--- config.mk ---
export PLATFORM = sky130hd
export DESIGN_NAME = query_dispatcher_flat
export DESIGN_NICKNAME = d
export VERILOG_FILES = /design/src/rtl/query_dispatcher_if.sv /design/src/rtl/query_dispatcher.sv /design/src/flat_wrapper.sv
export SDC_FILE = /design/constraint.sdc
export NUM_CORES = 1
export LEC_CHECK = 0
export ABC_CLOCK_PERIOD_IN_PS = 2300
export BUFFER_PORTS_ARGS = -buffer_cell sky130_fd_sc_hd__buf_2
export CORE_AREA = 5 5 201 203
export CTS_CLUSTER_DIAMETER = 40
export CTS_CLUSTER_SIZE = 40
export DETAILED_ROUTE_END_ITERATION = 8
export DIE_AREA = 0 0 206 208
export SYNTH_ARGS = -nofsm -noshare
export SYNTH_HDL_FRONTEND = slang
export SYNTH_SLANG_ARGS = --single-unit
--- constraint.sdc ---
create_clock -name clk -period 2.3 [get_ports clk]
set_input_delay 0.115 -clock clk [delete_from_list [all_inputs] [get_ports clk]]
set_output_delay 0.115 -clock clk [all_outputs]
set_load 0.05 [all_outputs]
--- src/rtl/query_dispatcher_if.sv ---
// query_dispatcher_if: upstream query info/block stream plus per-engine fan-out bus; slave=dispatcher, master=upstream+engines
interface query_dispatcher_if #(
  parameter int NUM_ENGINES = 4,
  parameter int ENG_IDX_W = 2,
  parameter int NUM_PES = 64
);
  logic [27:0] ref_length_in;
  logic [27:0] ref_addr_in;
  logic [15:0] query_length_in;
  logic [15:0] query_id_in;
  logic [31:0] cell_score_threshold_in;
  logic query_info_valid_in;
  logic query_info_rdy_out;
  logic [NUM_PES*2-1:0] query_seq_block_in;
  logic query_seq_block_valid_in;
  logic query_seq_block_rdy_out;
  logic [27:0] eng_ref_length_out;
  logic [27:0] eng_ref_addr_out;
  logic [15:0] eng_query_length_out;
  logic [15:0] eng_query_id_out;
  logic [31:0] eng_cell_score_threshold_out;
  logic [NUM_PES*2-1:0] eng_query_seq_block_out;
  logic [NUM_ENGINES-1:0] eng_info_valid_out;
  logic [NUM_ENGINES-1:0] eng_info_rdy_in;
  logic [NUM_ENGINES-1:0] eng_seq_block_valid_out;
  logic [NUM_ENGINES-1:0] eng_seq_block_rdy_in;
  logic [NUM_ENGINES-1:0] eng_done_in;
  logic [NUM_ENGINES-1:0] eng_busy_out;
  logic [ENG_IDX_W-1:0] active_engine_out;
  logic protocol_err_out;
  modport slave (
    input ref_length_in, ref_addr_in, query_length_in, query_id_in, cell_score_threshold_in,
    input query_info_valid_in, query_seq_block_in, query_seq_block_valid_in,
    input eng_info_rdy_in, eng_seq_block_rdy_in, eng_done_in,
    output query_info_rdy_out, query_seq_block_rdy_out,
    output eng_ref_length_out, eng_ref_addr_out, eng_query_length_out, eng_query_id_out,
    output eng_cell_score_threshold_out, eng_query_seq_block_out,
    output eng_info_valid_out, eng_seq_block_valid_out, eng_busy_out, active_engine_out, protocol_err_out
  );
  modport master (
    output ref_length_in, ref_addr_in, query_length_in, query_id_in, cell_score_threshold_in,
    output query_info_valid_in, query_seq_block_in, query_seq_block_valid_in,
    output eng_info_rdy_in, eng_seq_block_rdy_in, eng_done_in,
    input query_info_rdy_out, query_seq_block_rdy_out,
    input eng_ref_length_out, eng_ref_addr_out, eng_query_length_out, eng_query_id_out,
    input eng_cell_score_threshold_out, eng_query_seq_block_out,
    input eng_info_valid_out, eng_seq_block_valid_out, eng_busy_out, active_engine_out, protocol_err_out
  );
endinterface

--- src/rtl/query_dispatcher.sv ---
// query_dispatcher: round-robin query scheduler; ports clk, rst (sync, active-high), bus (query_dispatcher_if.slave: upstream info/block handshakes, per-engine one-hot valids, readies, done pulses, busy flags, active engine, sticky protocol error)
module query_dispatcher #(
  parameter int NUM_ENGINES = 4,
  parameter int ENG_IDX_W = 2,
  parameter int NUM_PES = 64
) (
  input logic clk,
  input logic rst,
  query_dispatcher_if.slave bus
);
  localparam int PW = $clog2(NUM_PES);
  localparam int CW = 17 - PW;
  typedef enum logic [1:0] {IDLE, SEND_INFO, SEND_BLOCKS} state_t;
  state_t state_q, state_d;
  logic [NUM_ENGINES-1:0] busy_q, busy_d, sel_oh, done_ok;
  logic [ENG_IDX_W-1:0] rr_q, rr_d, sel_q, sel_d, pick, idx;
  logic [CW-1:0] cnt_q, cnt_d, nb_q, nb_d;
  logic err_q, err_d, found, info_hs, blk_hs;
  assign sel_oh = NUM_ENGINES'(1) << sel_q;
  assign done_ok = bus.eng_done_in & ~((state_q != IDLE) ? sel_oh : '0);
  assign info_hs = state_q == SEND_INFO && bus.query_info_valid_in && bus.eng_info_rdy_in[sel_q];
  assign blk_hs = state_q == SEND_BLOCKS && bus.query_seq_block_valid_in && bus.eng_seq_block_rdy_in[sel_q];
  always_comb begin
    found = 1'b0;
    pick = '0;
    idx = '0;
    for (int k = 0; k < NUM_ENGINES; k++) begin
      idx = ENG_IDX_W'((int'(rr_q) + k) % NUM_ENGINES);
      if (!found && !busy_q[idx]) begin
        found = 1'b1;
        pick = idx;
      end
    end
  end
  always_comb begin
    state_d = state_q;
    busy_d = busy_q & ~done_ok;
    rr_d = rr_q;
    sel_d = sel_q;
    cnt_d = cnt_q;
    nb_d = nb_q;
    err_d = err_q | (state_q != IDLE && bus.eng_done_in[sel_q]);
    case (state_q)
      IDLE: if (bus.query_info_valid_in && found) begin
        state_d = SEND_INFO;
        sel_d = pick;
        busy_d[pick] = 1'b1;
        rr_d = (pick == ENG_IDX_W'(NUM_ENGINES - 1)) ? '0 : pick + 1'b1;
        nb_d = CW'(bus.query_length_in >> PW) + CW'(|bus.query_length_in[PW-1:0]);
        cnt_d = '0;
      end
      SEND_INFO: if (info_hs) state_d = (nb_q == '0) ? IDLE : SEND_BLOCKS;
      SEND_BLOCKS: if (blk_hs) begin
        cnt_d = cnt_q + 1'b1;
        state_d = (cnt_q == nb_q - 1'b1) ? IDLE : SEND_BLOCKS;
      end
      default: state_d = IDLE;
    endcase
  end
  always_ff @(posedge clk) begin
    if (rst) begin
      state_q <= IDLE;
      busy_q <= '0;
      rr_q <= '0;
      sel_q <= '0;
      cnt_q <= '0;
      nb_q <= '0;
      err_q <= 1'b0;
    end else begin
      state_q <= state_d;
      busy_q <= busy_d;
      rr_q <= rr_d;
      sel_q <= sel_d;
      cnt_q <= cnt_d;
      nb_q <= nb_d;
      err_q <= err_d;
    end
  end
  assign bus.eng_ref_length_out = bus.ref_length_in;
  assign bus.eng_ref_addr_out = bus.ref_addr_in;
  assign bus.eng_query_length_out = bus.query_length_in;
  assign bus.eng_query_id_out = bus.query_id_in;
  assign bus.eng_cell_score_threshold_out = bus.cell_score_threshold_in;
  assign bus.eng_query_seq_block_out = bus.query_seq_block_in;
  assign bus.eng_info_valid_out = (state_q == SEND_INFO && bus.query_info_valid_in) ? sel_oh : '0;
  assign bus.eng_seq_block_valid_out = (state_q == SEND_BLOCKS && bus.query_seq_block_valid_in) ? sel_oh : '0;
  assign bus.query_info_rdy_out = state_q == SEND_INFO && bus.eng_info_rdy_in[sel_q];
  assign bus.query_seq_block_rdy_out = state_q == SEND_BLOCKS && bus.eng_seq_block_rdy_in[sel_q];
  assign bus.eng_busy_out = busy_q;
  assign bus.active_engine_out = sel_q;
  assign bus.protocol_err_out = err_q;
endmodule

--- src/flat_wrapper.sv ---
// flat-port wrapper written by rule: the top's interface ports become plain ports
module query_dispatcher_flat 
#(
  parameter int NUM_ENGINES = 4,
  parameter int ENG_IDX_W = 2,
  parameter int NUM_PES = 64
)
  (clk, rst, bus_ref_length_in, bus_ref_addr_in, bus_query_length_in, bus_query_id_in, bus_cell_score_threshold_in, bus_query_info_valid_in, bus_query_seq_block_in, bus_query_seq_block_valid_in, bus_eng_info_rdy_in, bus_eng_seq_block_rdy_in, bus_eng_done_in, bus_query_info_rdy_out, bus_query_seq_block_rdy_out, bus_eng_ref_length_out, bus_eng_ref_addr_out, bus_eng_query_length_out, bus_eng_query_id_out, bus_eng_cell_score_threshold_out, bus_eng_query_seq_block_out, bus_eng_info_valid_out, bus_eng_seq_block_valid_out, bus_eng_busy_out, bus_active_engine_out, bus_protocol_err_out);
  query_dispatcher_if #(.NUM_ENGINES(NUM_ENGINES), .ENG_IDX_W(ENG_IDX_W), .NUM_PES(NUM_PES)) bus_i ();
  input logic clk;
  input logic rst;
  input wire logic [$bits(bus_i.ref_length_in)-1:0] bus_ref_length_in;
  input wire logic [$bits(bus_i.ref_addr_in)-1:0] bus_ref_addr_in;
  input wire logic [$bits(bus_i.query_length_in)-1:0] bus_query_length_in;
  input wire logic [$bits(bus_i.query_id_in)-1:0] bus_query_id_in;
  input wire logic [$bits(bus_i.cell_score_threshold_in)-1:0] bus_cell_score_threshold_in;
  input wire logic [$bits(bus_i.query_info_valid_in)-1:0] bus_query_info_valid_in;
  input wire logic [$bits(bus_i.query_seq_block_in)-1:0] bus_query_seq_block_in;
  input wire logic [$bits(bus_i.query_seq_block_valid_in)-1:0] bus_query_seq_block_valid_in;
  input wire logic [$bits(bus_i.eng_info_rdy_in)-1:0] bus_eng_info_rdy_in;
  input wire logic [$bits(bus_i.eng_seq_block_rdy_in)-1:0] bus_eng_seq_block_rdy_in;
  input wire logic [$bits(bus_i.eng_done_in)-1:0] bus_eng_done_in;
  output wire logic [$bits(bus_i.query_info_rdy_out)-1:0] bus_query_info_rdy_out;
  output wire logic [$bits(bus_i.query_seq_block_rdy_out)-1:0] bus_query_seq_block_rdy_out;
  output wire logic [$bits(bus_i.eng_ref_length_out)-1:0] bus_eng_ref_length_out;
  output wire logic [$bits(bus_i.eng_ref_addr_out)-1:0] bus_eng_ref_addr_out;
  output wire logic [$bits(bus_i.eng_query_length_out)-1:0] bus_eng_query_length_out;
  output wire logic [$bits(bus_i.eng_query_id_out)-1:0] bus_eng_query_id_out;
  output wire logic [$bits(bus_i.eng_cell_score_threshold_out)-1:0] bus_eng_cell_score_threshold_out;
  output wire logic [$bits(bus_i.eng_query_seq_block_out)-1:0] bus_eng_query_seq_block_out;
  output wire logic [$bits(bus_i.eng_info_valid_out)-1:0] bus_eng_info_valid_out;
  output wire logic [$bits(bus_i.eng_seq_block_valid_out)-1:0] bus_eng_seq_block_valid_out;
  output wire logic [$bits(bus_i.eng_busy_out)-1:0] bus_eng_busy_out;
  output wire logic [$bits(bus_i.active_engine_out)-1:0] bus_active_engine_out;
  output wire logic [$bits(bus_i.protocol_err_out)-1:0] bus_protocol_err_out;
  assign bus_i.ref_length_in = bus_ref_length_in;
  assign bus_i.ref_addr_in = bus_ref_addr_in;
  assign bus_i.query_length_in = bus_query_length_in;
  assign bus_i.query_id_in = bus_query_id_in;
  assign bus_i.cell_score_threshold_in = bus_cell_score_threshold_in;
  assign bus_i.query_info_valid_in = bus_query_info_valid_in;
  assign bus_i.query_seq_block_in = bus_query_seq_block_in;
  assign bus_i.query_seq_block_valid_in = bus_query_seq_block_valid_in;
  assign bus_i.eng_info_rdy_in = bus_eng_info_rdy_in;
  assign bus_i.eng_seq_block_rdy_in = bus_eng_seq_block_rdy_in;
  assign bus_i.eng_done_in = bus_eng_done_in;
  assign bus_query_info_rdy_out = bus_i.query_info_rdy_out;
  assign bus_query_seq_block_rdy_out = bus_i.query_seq_block_rdy_out;
  assign bus_eng_ref_length_out = bus_i.eng_ref_length_out;
  assign bus_eng_ref_addr_out = bus_i.eng_ref_addr_out;
  assign bus_eng_query_length_out = bus_i.eng_query_length_out;
  assign bus_eng_query_id_out = bus_i.eng_query_id_out;
  assign bus_eng_cell_score_threshold_out = bus_i.eng_cell_score_threshold_out;
  assign bus_eng_query_seq_block_out = bus_i.eng_query_seq_block_out;
  assign bus_eng_info_valid_out = bus_i.eng_info_valid_out;
  assign bus_eng_seq_block_valid_out = bus_i.eng_seq_block_valid_out;
  assign bus_eng_busy_out = bus_i.eng_busy_out;
  assign bus_active_engine_out = bus_i.active_engine_out;
  assign bus_protocol_err_out = bus_i.protocol_err_out;
  query_dispatcher #(.NUM_ENGINES(NUM_ENGINES), .ENG_IDX_W(ENG_IDX_W), .NUM_PES(NUM_PES)) u_core (.clk(clk), .rst(rst), .bus(bus_i));
endmodule
Word level (Yosys, flattened, before mapping). Index checks and enable logic that the tools add are counted.

Add/subtract/negate cells: 7. $lt $le $gt $ge: 7. Equal/unequal tests: 7. Shift operators: 1. Muxes and demuxes: 39. Bitwise logic cells: 6. Reduce and logical (&&, ||, !) cells: 25.

Operators with widths (number): $mux 11 (2); $pmux 11 s2 (1); $mux 2 (10); $mux 4 (5); $lt 2x3->1 const B (6); $bmux 1 s2 (7); $logic_and 1x1->1 (12); $mux 1 (12); $add 10x1->11 (1); $add 11x1->11 const B (1); $eq 11x11->1 (1); $logic_not 11->1 (1); $sub 11x1->11 const B (1); $and 4x4->4 (2); $not 4->4 (2); $ne 2x1->1 const B (3); $pmux 2 s3 (1); $reduce_and 3->1 (2); $reduce_or 6->1 (1); $logic_not 1->1 (5); $add 2x1->2 const B (2); $add 2x2->2 const B (2); $eq 2x2->1 const B (2); $or 4x4->4 (1); 8 further kinds (9).

Register bits after elaboration: 33. Bits of input ports: 264. Output and inout bits: 265. Logic and storage cells: 99.

Longest topological paths before layout.
Depth in word-level cells: 19. Mapped depth: 9. Mapped depth without buffers: 9.

Least setup slack after synthesis. No wires, ideal clock.

Path kind: register -> output. From: register u_core.sel_q[0], in the netlist u_core.bus.active_engine_out[0]. To: output bus_query_info_rdy_out. Data arrival time: 2.371 ns. Data required time: 2.185 ns. Path slack: -0.186 ns. Stages on the path, launching flop included: 5. Buffers on the path: 1. Path through: dfxtp_1 > buf_2 > mux2_2 > a21oi_1 > nor3b_1.

Cells in the longest elaborated chain, start to end: 3.

RTL lines: start, declared (RTL line query_dispatcher.sv:16) `logic [ENG_IDX_W-1:0] rr_q, rr_d, sel_q, sel_d, pick, idx;`; start signal, assigned (RTL line query_dispatcher.sv:73) `sel_q <= sel_d;`; $bmux 1 s2 (RTL line query_dispatcher.sv:87) `assign bus.query_info_rdy_out = state_q == SEND_INFO && bus.eng_info_rdy_in[sel_q];`; $mux 1 (implied by the code) (RTL line query_dispatcher.sv:87); $logic_and 1x1->1 (RTL line query_dispatcher.sv:87); end, declared (RTL line flat_wrapper.sv:23) `output wire logic [$bits(bus_i.query_info_rdy_out)-1:0] bus_query_info_rdy_out;`.

No other way between the ends. The select of a mux whose other input is x is not followed.

Worst setup path after layout. Same ends and word-level chain as after synthesis.

==> metrics <==
status=finished clean; Leakage=around 1.1 nW; R2R Path End=u_core.state_q[1]; Synth async-reset ratio=0%; # H-tree levels=2; drt first-iter violations=approximately 160; Setup Crit Path Kind=reg2out; WL per Instance=13.2 microns; Hold Fails Final Rpt=0; hold crit path type=in2reg; fin crit period=about 2.1 ns; worst path required time=roughly 2.2 ns; nets=around 610; R2R Path Start=u_core.bus.active_engine_out[0]; Total Routing Usage GR=just under 5%; Slew @ Worst Pin=between 0.5 and 0.6 ns; CTS Buf Count=5; port bufs=64; period utilization=between 90% and 100%; Reg clk slew, reported paths=0.06 ns; Max Clock Skew=about 0.010 ns; die footprint=approximately 43000 sq um; Residual DRC=0; row count=72; hold path depth=3; Core ar.=about 38000 sq um; post-synth top area share=between 40% and 50%; # IOs=about 530; final instance area=about 3300 sq um; Sink Count=33; post-synthesis average cell area=approximately 7.7 sq um; worst hold slack=approximately 0.18 ns; CP max-delay cell=dfxtp_1; synthesized cell area=4080 sq um; placed cell area=around 3100 sq um; Post-CTS Setup Inserts=0; Synth Flop Type=dfxtp_1; area grow syn2layout=-19.1%; vias in the first global route=roughly 2600; Synth cell types=50; gr ovfl total=0; share of cells above drive strength 1=between 20% and 30%; Mapped Nets=803; worst-skew pair later-pin latency=around 0.27 ns; Slew HR=between 60% and 70%; CP arrival=between 1.5 and 2 ns; EDFF count, synth=0; ANT cells=0; Max Fclk=approximately 480 MHz; FILL cells=approximately 4500; CTS tree=yes; synth warn=0; number of buffers and inverters on the critical path=1; largest area contributor in the netlist=buf_4; Hold Crit Endpoint=u_core.nb_q[10]; Peak VDD IR=about 0.23 mV; Seq/Total Area, Yosys=approximately 16%; setup TNS=0 ns; Max Cap Viol=0; Synth area leaders=buf_4, dfxtp_1, nor2_1; flops & latches, synth=33; crit-path cells=mux2_2, a21oi_1, nor3b_2, buf_2; PwrDens=roughly 600 nW/um^2; HP Start=bus_query_length_in[14]; R2R depth=5; RSZ-0062 raised after global routing=no; Total Routed Length=around 11000 microns; Starting Density=between 10% and 20%; setup slack, reg-to-reg=0.22 ns; most frequent cells after synthesis=buf_4, nor2_1, dfxtp_1, nand2_1, a21oi_1; crit end category=output pin; Setup crit start kind=flip-flop; first-pass GRT wire length=~16000 microns; Vias/cell=3.09; Die Wd=206 microns; post-synthesis instance total=around 530; Die H=about 210 microns; CTS max path bufs=2; family with the most delay on the worst path=flip-flops; Crit Path Max Fanout=8; max incr delay on CP=between 0.5 and 0.6 ns; setup violators final=0; gpl congestion=0.795; pin count of the biggest net entering global routing=27; routed via count=about 2700; DP HPWL=~9300 microns; post-route ant nets=0; Post-CTS Hold Buffers=0; Root Driver=clkbuf_16; Slew Viols, Final=0; DR pass1 iterations=4; count leader, synth=buf_4; initial antenna violation count=1
==> stage by stage <==
stage / power (W) / worst slack [ns] / instances / util [%]
4_1_cts: 0.00196 / 0.113 / 861 / 8.60
2_1_floorplan: 0.00225 / 0.0755 / 531 / -
6_report: 0.00195 / 0.210 / 861 / 8.61
5_1_grt: 0.00206 / 0.104 / 861 / 8.61
3_3_place_gp: 0.00130 / 0.178 / 853 / 8.23
3_5_place_dp: 0.00131 / 0.139 / 853 / 8.23
==> worst min-delay path: cells and delay by family <==
family / cells / cell delay [ns]
simple gates: 1 / 0.09
buf+inv: 1 / 0.13
compound gates: 1 / 0.06
==> report_power, final <==
group          total [W]  switching (W)  internal (W)
logic           0.000622       0.000399      0.000223
clock network   0.000641       0.000244      0.000396
registers       0.000683      0.0000698      0.000614
==> registers in the layout (all words and copies together), names as in the netlist <==
register,flops
u_core.cnt_q,11
u_core.nb_q,11
u_core.bus.eng_busy_out,4
u_core.bus.active_engine_out,2
u_core.rr_q,2
u_core.state_q,2
u_core.bus.protocol_err_out,1
==> how the worst max path moves through the flow <==
stage | cells past startpoint | to | slack [ns] | start
after detailed placement | 7 | u_core.state_q[1] | 0.14 | u_core.nb_q[0]
after global placement | 7 | u_core.state_q[1] | 0.18 | u_core.nb_q[0]
after global routing | 7 | u_core.state_q[1] | 0.10 | u_core.nb_q[0]
after CTS | 7 | u_core.state_q[1] | 0.11 | u_core.nb_q[0]
after floorplan | 6 | u_core.state_q[1] | 0.08 | u_core.bus.active_engine_out[0]
final | 4 | bus_query_info_rdy_out | 0.21 | u_core.bus.active_engine_out[0]
==> area by class of cell <==
type,count,area [sq um],share of cell area (%)
well taps,518,648,19.7
repair buffers,68,350,10.6
inverters,11,41.3,1.25
multi-input cells,223,1460,44.1
clock inverters,3,17.5,0.531
flip-flops and latches,33,661,20.0
clock buffers,5,125,3.79
==> cells in the final DEF, fill, tap and decap left out, drive strengths merged, types with 11 or more instances in the layout <==
master / count
nand4: 12
inv: 11
xnor2: 11
o21ai: 13
nand2: 23
a21oi: 20
nor2: 40
buf: 68
dfxtp: 33
xor2: 16
==> cells by family after synthesis <==
| group | after synthesis | synth area share [%] |
|---|---|---|
| AO/OA/AOI/OAI | 63 | 9.70 |
| XOR/XNOR | 27 | 5.80 |
| adder cells (fa/ha/maj) | 8 | 2.46 |
| buffers and inverters | 275 | 48.4 |
| flip-flops | 33 | 16.2 |
| multiplexers | 4 | 1.63 |
| AND/OR/NAND/NOR | 121 | 15.8 |
==> repair_timing <==
action                                  in CTS  in global routing
gates resized for setup                      0                  1
hold endpoints to repair                     0                  0
endpoints found under the setup margin       0                  1
==> layer usage <==
layer	global-route usage (%)	share of wire, %
met5	1.96	0.84
met4	5.19	11
met3	3.46	19
met2	6.10	39
met1	4.63	31
Note: power is estimated with default switching activity, not from simulation.
